[config.mk]
export PLATFORM = sky130hd
export DESIGN_NAME = muldiv_seq
export DESIGN_NICKNAME = d
export VERILOG_FILES = /design/src/rtl/muldiv_seq.sv
export SDC_FILE = /design/constraint.sdc
export NUM_CORES = 1
export LEC_CHECK = 0
export CORE_ASPECT_RATIO = 2
export CORE_MARGIN = 5
export CORE_UTILIZATION = 57
export CTS_BUF_LIST = sky130_fd_sc_hd__clkbuf_8
export DETAILED_ROUTE_END_ITERATION = 10
export PLACE_DENSITY = 0.88
export SYNTH_ARGS = -nofsm -noshare
export SYNTH_HDL_FRONTEND = slang
export SYNTH_SLANG_ARGS = --single-unit
export TNS_END_PERCENT = 30
[constraint.sdc]
create_clock -name CLKx4 -period 4.6 [get_ports CLKx4]
set_input_delay 0.92 -clock CLKx4 [delete_from_list [all_inputs] [get_ports CLKx4]]
set_output_delay 0.92 -clock CLKx4 [all_outputs]
set_load 0.01 [all_outputs]
[src/rtl/muldiv_seq.sv]
// Unsigned MUL/DIV sequencer for the 8088 execution unit: shift-and-add multiply
// and restoring divide, one bit per three-cycle slot on the shared ALU.
module muldiv_seq (
   input  logic        CLKx4,
   input  logic        RESET,
   input  logic        start,
   input  logic        isDiv,
   input  logic        byteWord,
   input  logic [15:0] srcOp,
   input  logic [15:0] accHi,
   input  logic [15:0] accLo,
   output logic        busy,
   output logic        done,
   output logic        divError,
   output logic [15:0] resultHi,
   output logic [15:0] resultLo,
   output logic [15:0] aluA,
   output logic [15:0] aluB,
   output logic [3:0]  aluOp,
   output logic        aluByteWord,
   output logic        aluCarryIn,
   input  logic [15:0] aluS,
   input  logic        aluCarry
);

   typedef enum logic [2:0] {IDLE, ISSUE, WAIT1, WAIT2, DONE} stateType;

   localparam logic [3:0] opAdd = 4'b1000;
   localparam logic [3:0] opSub = 4'b1101;
   localparam logic [3:0] opCmp = 4'b1111;

   stateType    state;
   logic        divMode;
   logic        checkSlot;
   logic [15:0] hi;
   logic [15:0] lo;
   logic [15:0] divisor;
   logic [3:0]  stepCnt;

   logic        wordSel;
   logic        divSel;
   logic        restore;
   logic        srcChk;
   logic        lastStep;
   logic [15:0] mask;
   logic [15:0] capHi;
   logic [15:0] capLo;
   logic [15:0] srcHi;
   logic [15:0] srcLo;
   logic [15:0] srcD;
   logic [15:0] issueA;
   logic [15:0] issueB;
   logic [3:0]  issueOp;

   assign aluCarryIn = 1'b0;
   assign lastStep   = (stepCnt == (aluByteWord ? 4'd15 : 4'd7));

   // Capture of the finishing slot, then operands for the slot that follows it.
   // In IDLE the operands come straight from the inputs so the first ISSUE is ready.
   always_comb begin
      wordSel = (state == IDLE) ? byteWord : aluByteWord;
      divSel  = (state == IDLE) ? isDiv : divMode;
      mask    = wordSel ? 16'hFFFF : 16'h00FF;
      restore = 1'b0;
      capHi   = hi;
      capLo   = lo;
      if (!checkSlot) begin
         if (divSel) begin
            restore = (wordSel ? hi[15] : hi[7]) | ~aluCarry;
            capHi   = restore ? (aluS & mask) : aluA;
            capLo   = ((lo << 1) | {15'd0, restore}) & mask;
         end else if (wordSel) begin
            capHi = {aluCarry, aluS[15:1]};
            capLo = {aluS[0], lo[15:1]};
         end else begin
            capHi = {8'h00, aluCarry, aluS[7:1]};
            capLo = {8'h00, aluS[0], lo[7:1]};
         end
      end
      if (state == IDLE) begin
         srcHi  = isDiv ? (accHi & mask) : 16'h0000;
         srcLo  = accLo & mask;
         srcD   = srcOp & mask;
         srcChk = isDiv;
      end else begin
         srcHi  = capHi;
         srcLo  = capLo;
         srcD   = divisor;
         srcChk = 1'b0;
      end
      if (srcChk) begin
         issueOp = opCmp;
         issueA  = srcHi;
         issueB  = srcD;
      end else if (divSel) begin
         issueOp = opSub;
         issueA  = ((srcHi << 1) | {15'd0, (wordSel ? srcLo[15] : srcLo[7])}) & mask;
         issueB  = srcD;
      end else begin
         issueOp = opAdd;
         issueA  = srcHi;
         issueB  = srcLo[0] ? srcD : 16'h0000;
      end
   end

   always_ff @(posedge CLKx4) begin
      if (RESET) begin
         state       <= IDLE;
         busy        <= 1'b0;
         done        <= 1'b0;
         divError    <= 1'b0;
         resultHi    <= 16'h0000;
         resultLo    <= 16'h0000;
         aluA        <= 16'h0000;
         aluB        <= 16'h0000;
         aluOp       <= opAdd;
         aluByteWord <= 1'b0;
         divMode     <= 1'b0;
         checkSlot   <= 1'b0;
         hi          <= 16'h0000;
         lo          <= 16'h0000;
         divisor     <= 16'h0000;
         stepCnt     <= 4'd0;
      end else begin
         case (state)
            IDLE: begin
               done <= 1'b0;
               if (start) begin
                  divMode     <= isDiv;
                  aluByteWord <= byteWord;
                  checkSlot   <= isDiv;
                  hi          <= srcHi;
                  lo          <= srcLo;
                  divisor     <= srcD;
                  stepCnt     <= 4'd0;
                  busy        <= 1'b1;
                  aluA        <= issueA;
                  aluB        <= issueB;
                  aluOp       <= issueOp;
                  state       <= ISSUE;
               end
            end
            ISSUE: state <= WAIT1;
            WAIT1: state <= WAIT2;
            WAIT2: begin
               if (checkSlot && !aluCarry) begin
                  // Quotient cannot fit (or divisor is zero): report the dividend untouched.
                  divError <= 1'b1;
                  resultHi <= hi;
                  resultLo <= lo;
                  done     <= 1'b1;
                  aluA     <= 16'h0000;
                  aluB     <= 16'h0000;
                  aluOp    <= opAdd;
                  state    <= DONE;
               end else if (!checkSlot && lastStep) begin
                  hi       <= capHi;
                  lo       <= capLo;
                  divError <= 1'b0;
                  resultHi <= capHi;
                  resultLo <= capLo;
                  done     <= 1'b1;
                  aluA     <= 16'h0000;
                  aluB     <= 16'h0000;
                  aluOp    <= opAdd;
                  state    <= DONE;
               end else begin
                  checkSlot <= 1'b0;
                  hi        <= capHi;
                  lo        <= capLo;
                  if (!checkSlot) stepCnt <= stepCnt + 4'd1;
                  aluA      <= issueA;
                  aluB      <= issueB;
                  aluOp     <= issueOp;
                  state     <= ISSUE;
               end
            end
            DONE: begin
               done  <= 1'b0;
               busy  <= 1'b0;
               state <= IDLE;
            end
            default: state <= IDLE;
         endcase
      end
   end

endmodule

==> impl_metrics.json, run 1 <==
{
  "cts_max_level": 4,
  "totalWireLength_um": 22700,
  "grt_pass1_vias": 7303,
  "r2r_setup_slack_ps": 1560,
  "ys_seq_elements": 127,
  "syn_to_final_growth_pct": 25.9,
  "avgSynthCellArea_um2": 7.72,
  "cts_setup_buffers": 0,
  "crit_end": "lo[7]",
  "cp.arrival_ps": 3570,
  "antenna_left": 0,
  "start_kind": "input pin",
  "cellPowerDensity_mw_per_mm2": 387,
  "slew_viol_final": 0,
  "crit_top_cell": "nand2_1",
  "vias_per_cell": 6.60,
  "ys_top_cells_by_area": "dfxtp_1 (38%), nand2_1 (9.2%), a21oi_1 (7.2%)",
  "clock-sinks": 127,
  "first_pass_iters": 6,
  "clock.fmax_ghz": 0.308,
  "instances_no_fill": 1114,
  "wl_met2_um": 11100,
  "routed.top_layer": "met4",
  "clkPwrFrac": 0.264,
  "cp_cell_sequence": "clkdlybuf4s50_1 > buf_4 > or4b_4 > nand2_1 > nand2_1 > a311oi_1 > a211oi_1 > o41ai_1",
  "yosysTopAreaCellShare": 0.384,
  "vias": 7353,
  "die_w_um": 86.2,
  "tightest_slew_ps": 1160,
  "diodes": 0,
  "yosysWarnings": 0,
  "fillers": 931,
  "gr-usage-all-layers": 0.324,
  "p_leak_nw": 2.97,
  "initial_core_util": 0.584,
  "fin_crit_ps": 3250,
  "slowest_delay_ps": 580,
  "synthesis.nets": 930,
  "dieArea_mm2": 0.0140,
  "critical_path.startpoint": "byteWord",
  "min_period_over_period": 0.706,
  "clk_pin_slew_ps": 70,
  "wl_met3_um": 2080,
  "p_int_mw": 2.03,
  "p_total_mw": 3.23,
  "fin_skew_ps": 10.4,
  "async_flop_share": 0,
  "tns_ps": 0,
  "finalSetupViolCount": 0,
  "wl_met1_um": 7800,
  "core_area_mm2": 0.0114,
  "dpl.hpwl_um": 15400,
  "endpoint_kind": "flop",
  "rr_startpoint": "state[2]",
  "min_path_type": "flop to flop",
  "yosys.area.top_type": "dfxtp_1",
  "crit_fanout": 30,
  "finalHoldWorstSlack_ps": 455,
  "io_pins": 143,
  "cts_buffers": 17,
  "cp_num_cells": 8,
  "cts_hold_buf": 0,
  "reg2regPathDepth": 6,
  "cts_resized": 0,
  "r2r_end": "hi[0]",
  "crit_path_top_delay_cell": "or4b_4",
  "antenna_found_initial": 0,
  "synthesis.area_mm2": 0.00663,
  "p_sw_frac": 0.371,
  "cts_tree": "done",
  "power_frac_comb": 0.329,
  "cts_buffer_depth": 2,
  "rsz0062_at_grt": "false",
  "drive_gt1_frac": 0.0751,
  "cp_num_buf_inv": 2,
  "slew_headroom": 0.223,
  "grt_pass1_wl_um": 36000,
  "postSynthCellCount": 859,
  "drtIter0Drc": 731,
  "ys_seq_area_frac": 0.384,
  "fin_nets": 1034,
  "grt.overflow.total": 0,
  "synth_top_flop_cell": "dfxtp_1",
  "cap_violations": 0,
  "cp.required_ps": 4930,
  "cts_root_buf": "clkbuf_8",
  "grt_max_degree": 63,
  "p_sw_mw": 1.20,
  "synth_edf_count": 0,
  "crit_type": "input pin to flop",
  "wl_per_cell_um": 20.4,
  "path_delay_family": "simple AND/OR/NAND/NOR gates",
  "clock_latency_ps": 440,
  "pwr-share-seq": 0.408,
  "finalHoldViolCount": 0,
  "dpl.cell_count": 1086,
  "ir_drop_uv": 233,
  "drc": 0,
  "rows": 55,
  "yosysUniqueCellTypes": 75,
  "status": "complete, no violations",
  "port_buffers": 140,
  "gp_congestion": 0.956,
  "layout.core_utilization": 0.735,
  "die-height_um": 162
}
power by group through the flow:
stage,Sequential [mW],Combinational (mW),Clock (mW)
finish,1.31,1.06,0.850
global route,1.33,1.14,0.903
CTS,1.31,1.04,0.853
detailed placement,1.33,1.03,0
global placement,1.33,1.01,0
floorplan,1.30,0.708,0
logic make-up (layout without fill, tap and decap cells):
| family | count (synthesis) | in the layout | share of synthesized area |
|---|---|---|---|
| fa+ha+maj | 1 | 1 | 0.00189 |
| simple gates | 323 | 323 | 0.221 |
| other cells | 2 | 2 | 0.00113 |
| mux | 29 | 29 | 0.0442 |
| xor+xnor | 4 | 4 | 0.00529 |
| flops | 127 | 127 | 0.384 |
| buf+inv | 85 | 198 | 0.0580 |
| compound gates | 288 | 288 | 0.285 |
tightest hold or removal path: cells and delay by family, from the launching register on:
kind | cells | cell delay, ps
flops | 1 | 310
simple gates | 1 | 50
compound gates | 1 | 50
layer usage:
metal  track usage  up-vias
met3        0.0800      162
li1              -     3297
met4         0.250        0
met1         0.341     3383
met5             0        -
met2         0.540      511
final cells by class:
cell class | count | area, um^2 | area share
sequential | 127 | 2540 | 0.305
tap | 142 | 178 | 0.0213
inverter | 11 | 41.3 | 0.00495
clock buffer | 18 | 248 | 0.0297
clock inverter | 10 | 77.6 | 0.00930
timing repair buffer | 159 | 1540 | 0.185
multi-input combinational | 647 | 3720 | 0.445
through the flow:
step / cell area, um^2 / worst slack [ps]
2_1_floorplan: 6630 / 1990
3_3_place_gp: 8020 / 1060
3_5_place_dp: 8020 / 934
4_1_cts: 8350 / 1410
5_1_grt: 8350 / 1210
6_report: 8350 / 1350
flip-flops by register name, summed over array words and instances (netlist names):
signal,flops
aluA,16
aluB,16
divisor,16
hi,16
lo,16
resultHi,16
resultLo,16
stepCnt,4
state,3
aluOp,2
aluByteWord,1
busy,1
checkSlot,1
divError,1
divMode,1
done,1
placed cells by master, fill, tap and decap left out, types with 3 or more instances in the layout:
master,Yosys,final
nand2_1,162,162
clkdlybuf4s50_1,0,139
dfxtp_1,127,126
a21oi_1,96,96
nor2_1,63,63
o21ai_0,49,49
nand3_1,31,31
mux2i_1,27,27
buf_4,8,20
a22oi_1,19,19
clkbuf_8,0,18
a211oi_1,17,17
o21ai_1,15,15
nor3_1,16,15
inv_1,11,13
a31oi_1,13,13
a311oi_1,13,13
and3_1,11,11
and2_1,7,7
o211ai_1,6,6
o31a_1,6,6
a221oi_2,6,6
a21o_1,5,5
a221oi_1,5,5
clkinv_2,0,5
nand3b_1,4,4
or3_1,4,4
xor2_1,3,3
nor2b_1,4,3
a222oi_1,3,3
o31ai_1,3,3
o221ai_1,3,3
a211o_1,3,3
a22o_1,3,3
worst min path at each step:
stage,start,to,slack [ps],depth (start not counted)
2_1_floorplan,divisor[0],divisor[0],440,2
3_3_place_gp,aluB[8],aluB[8],440,2
3_5_place_dp,aluB[8],aluB[8],440,2
4_1_cts,aluB[8],aluB[8],460,2
5_1_grt,divisor[12],divisor[12],470,2
6_report,aluB[8],aluB[8],450,2
synthesized netlist by cell type, types with 3 or more instances:
master	n
a211oi_1	17
a222oi_1	3
o221ai_1	3
xor2_1	3
buf_4	8
mux2i_1	27
nand3b_1	4
nor2b_1	4
a221oi_2	6
a31oi_1	13
inv_1	11
nand3_1	31
buf_2	10
o21ai_1	15
a311oi_1	13
a211o_1	3
or3_1	4
a22o_1	3
o21ai_0	49
a21o_1	5
o31a_1	6
and2_1	7
nor3_1	16
a22oi_1	19
o31ai_1	3
buf_6	3
o211ai_1	6
a21oi_1	96
buf_1	5
nor2_1	63
clkbuf_1	48
a221oi_1	5
dfxtp_1	127
nand2_1	162
and3_1	11
(Power assumes the default switching activity.)
==> run 2: changes to the inputs <==
--- a/config.mk
+++ b/config.mk
@@ -7,10 +7,10 @@
 export LEC_CHECK = 0
 export CORE_ASPECT_RATIO = 2
 export CORE_MARGIN = 5
-export CORE_UTILIZATION = 57
+export CORE_UTILIZATION = 53
 export CTS_BUF_LIST = sky130_fd_sc_hd__clkbuf_8
 export DETAILED_ROUTE_END_ITERATION = 10
-export PLACE_DENSITY = 0.88
+export PLACE_DENSITY = 0.83
 export SYNTH_ARGS = -nofsm -noshare
 export SYNTH_HDL_FRONTEND = slang
 export SYNTH_SLANG_ARGS = --single-unit
==> constraint.sdc (replaced) <==
create_clock -name CLKx4 -period 3.32 [get_ports CLKx4]
set_input_delay 0.664 -clock CLKx4 [delete_from_list [all_inputs] [get_ports CLKx4]]
set_output_delay 0.664 -clock CLKx4 [all_outputs]
set_load 0.01 [all_outputs]
==> impl_metrics.json, run 2 (synthesized netlist as in run 1, its figures left out) <==
{
  "fin_crit_ps": 2780,
  "fin_skew_ps": 9.43,
  "min_path_type": "flop to flop",
  "r2r_setup_slack_ps": 640,
  "drive_gt1_frac": 0.0967,
  "crit_type": "input pin to flop",
  "clock_latency_ps": 440,
  "cts_tree": "done",
  "gr-usage-all-layers": 0.298,
  "drc": 0,
  "cts_root_buf": "clkbuf_8",
  "p_sw_mw": 1.73,
  "totalWireLength_um": 22100,
  "grt_max_degree": 41,
  "rows": 57,
  "reg2regPathDepth": 7,
  "finalHoldViolCount": 0,
  "crit_path_top_delay_cell": "clkdlybuf4s50_1",
  "cts_buffers": 17,
  "cp_cell_sequence": "clkdlybuf4s50_1 > buf_4 > nor4b_1 > o21ai_2 > and3_1 > o31a_1 > a22oi_1 > a311oi_1",
  "fin_nets": 1051,
  "clock.fmax_ghz": 0.360,
  "grt_pass1_wl_um": 35100,
  "vias": 7064,
  "cp.required_ps": 3630,
  "antenna_left": 0,
  "p_leak_nw": 3.06,
  "diodes": 0,
  "drtIter0Drc": 685,
  "wl_per_cell_um": 19.4,
  "dieArea_mm2": 0.0150,
  "cap_violations": 0,
  "rsz0062_at_grt": "false",
  "min_path_cells": 2,
  "clk_pin_slew_ps": 80,
  "holdCritStartpoint": "resultLo[0]",
  "cp.arrival_ps": 3090,
  "tns_ps": 0,
  "clkPwrFrac": 0.265,
  "vias_per_cell": 6.20,
  "pwr-share-seq": 0.400,
  "antenna_found_initial": 0,
  "tightest_slew_ps": 1110,
  "use_met3": 0.0621,
  "rr_startpoint": "state[0]",
  "dpl.hpwl_um": 15700,
  "finalHoldWorstSlack_ps": 456,
  "clock-sinks": 127,
  "grt_pass1_vias": 7038,
  "first_pass_iters": 6,
  "slowest_delay_ps": 520,
  "crit_fanout": 29,
  "min_period_over_period": 0.837,
  "setup_ws_ps": 540,
  "met2_usage": 0.515,
  "cts_setup_buffers": 0,
  "cts_buffer_depth": 2,
  "critical_path.startpoint": "byteWord",
  "slew_headroom": 0.260,
  "die_w_um": 89.1,
  "initial_core_util": 0.543,
  "grt.overflow.total": 0,
  "busiest_layer": "met2",
  "cellPowerDensity_mw_per_mm2": 532,
  "start_kind": "input pin",
  "syn_to_final_growth_pct": 28.7,
  "cts_hold_buf": 0,
  "endpoint_kind": "flop",
  "mostFrequentLayoutCell": "nand2_1",
  "status": "complete, no violations",
  "whs_endpoint": "resultLo[0]",
  "die-height_um": 168,
  "slew_viol_final": 0,
  "p_int_mw": 2.81,
  "io_pins": 143,
  "cts_max_level": 4,
  "port_buffers": 140,
  "cts_resized": 0,
  "pre_cts_slack_ps": 213,
  "gp_congestion": 0.932,
  "p_sw_frac": 0.381,
  "r2r_end": "aluA[9]",
  "ir_drop_uv": 408,
  "fin_area_mm2": 0.00853,
  "met1_usage": 0.332,
  "power_frac_comb": 0.335,
  "core_area_mm2": 0.0122,
  "finalSetupViolCount": 0,
  "place_area_mm2": 0.00818,
  "mostFrequentLayoutCells": "nand2_1 (162), clkdlybuf4s50_1 (139), dfxtp_1 (126)"
}
run 2: cell count changes in the layout (fill, tap and decap cells not counted), sizes merged:
cell	change
clkinv	+1
clkinvlp	+2
clkbuf	-1
buf	+17
bufinv	-1
inv	+3
run 2: worst max path at each step:
stage	end	slack [ps]	depth (start not counted)
floorplan	hi[15]	970	7
global placement	hi[5]	270	8
detailed placement	hi[5]	210	8
CTS	hi[5]	610	8
global route	aluA[9]	420	7
finish	hi[5]	540	8
run 2: per-stage QoR:
stage	power [mW]	cells	util
2_1_floorplan	2.79	859	-
3_3_place_gp	3.31	1108	0.671
3_5_place_dp	3.33	1108	0.671
4_1_cts	4.52	1140	0.699
5_1_grt	4.77	1140	0.699
6_report	4.54	1140	0.699
run 2: metal layers:
layer | up-vias | wire length, um
met2 | 374 | 11400
met5 | - | 0
met4 | 0 | 1100
met1 | 3260 | 7920
li1 | 3330 | -
met3 | 100 | 1690
run 2: power by group through the flow:
| stage | Clock (mW) | Sequential, mW | Combinational [mW] |
|---|---|---|---|
| floorplan | 0 | 1.81 | 0.981 |
| global placement | 0 | 1.84 | 1.47 |
| detailed placement | 0 | 1.84 | 1.49 |
| CTS | 1.22 | 1.81 | 1.50 |
| global route | 1.29 | 1.83 | 1.64 |
| finish | 1.20 | 1.81 | 1.52 |
run 2: cell type report:
class	count	area [um^2]
clock inverter	15	114
multi-input combinational	647	3720
timing repair buffer	176	1690
sequential	127	2540
tap	147	184
inverter	11	41.3
fill	1020	3670
clock buffer	17	234
run 2: critical path, delay by kind of cell:
kind | cells | cell delay [ps]
compound gates | 4 | 840
buf+inv | 2 | 840
simple gates | 2 | 750
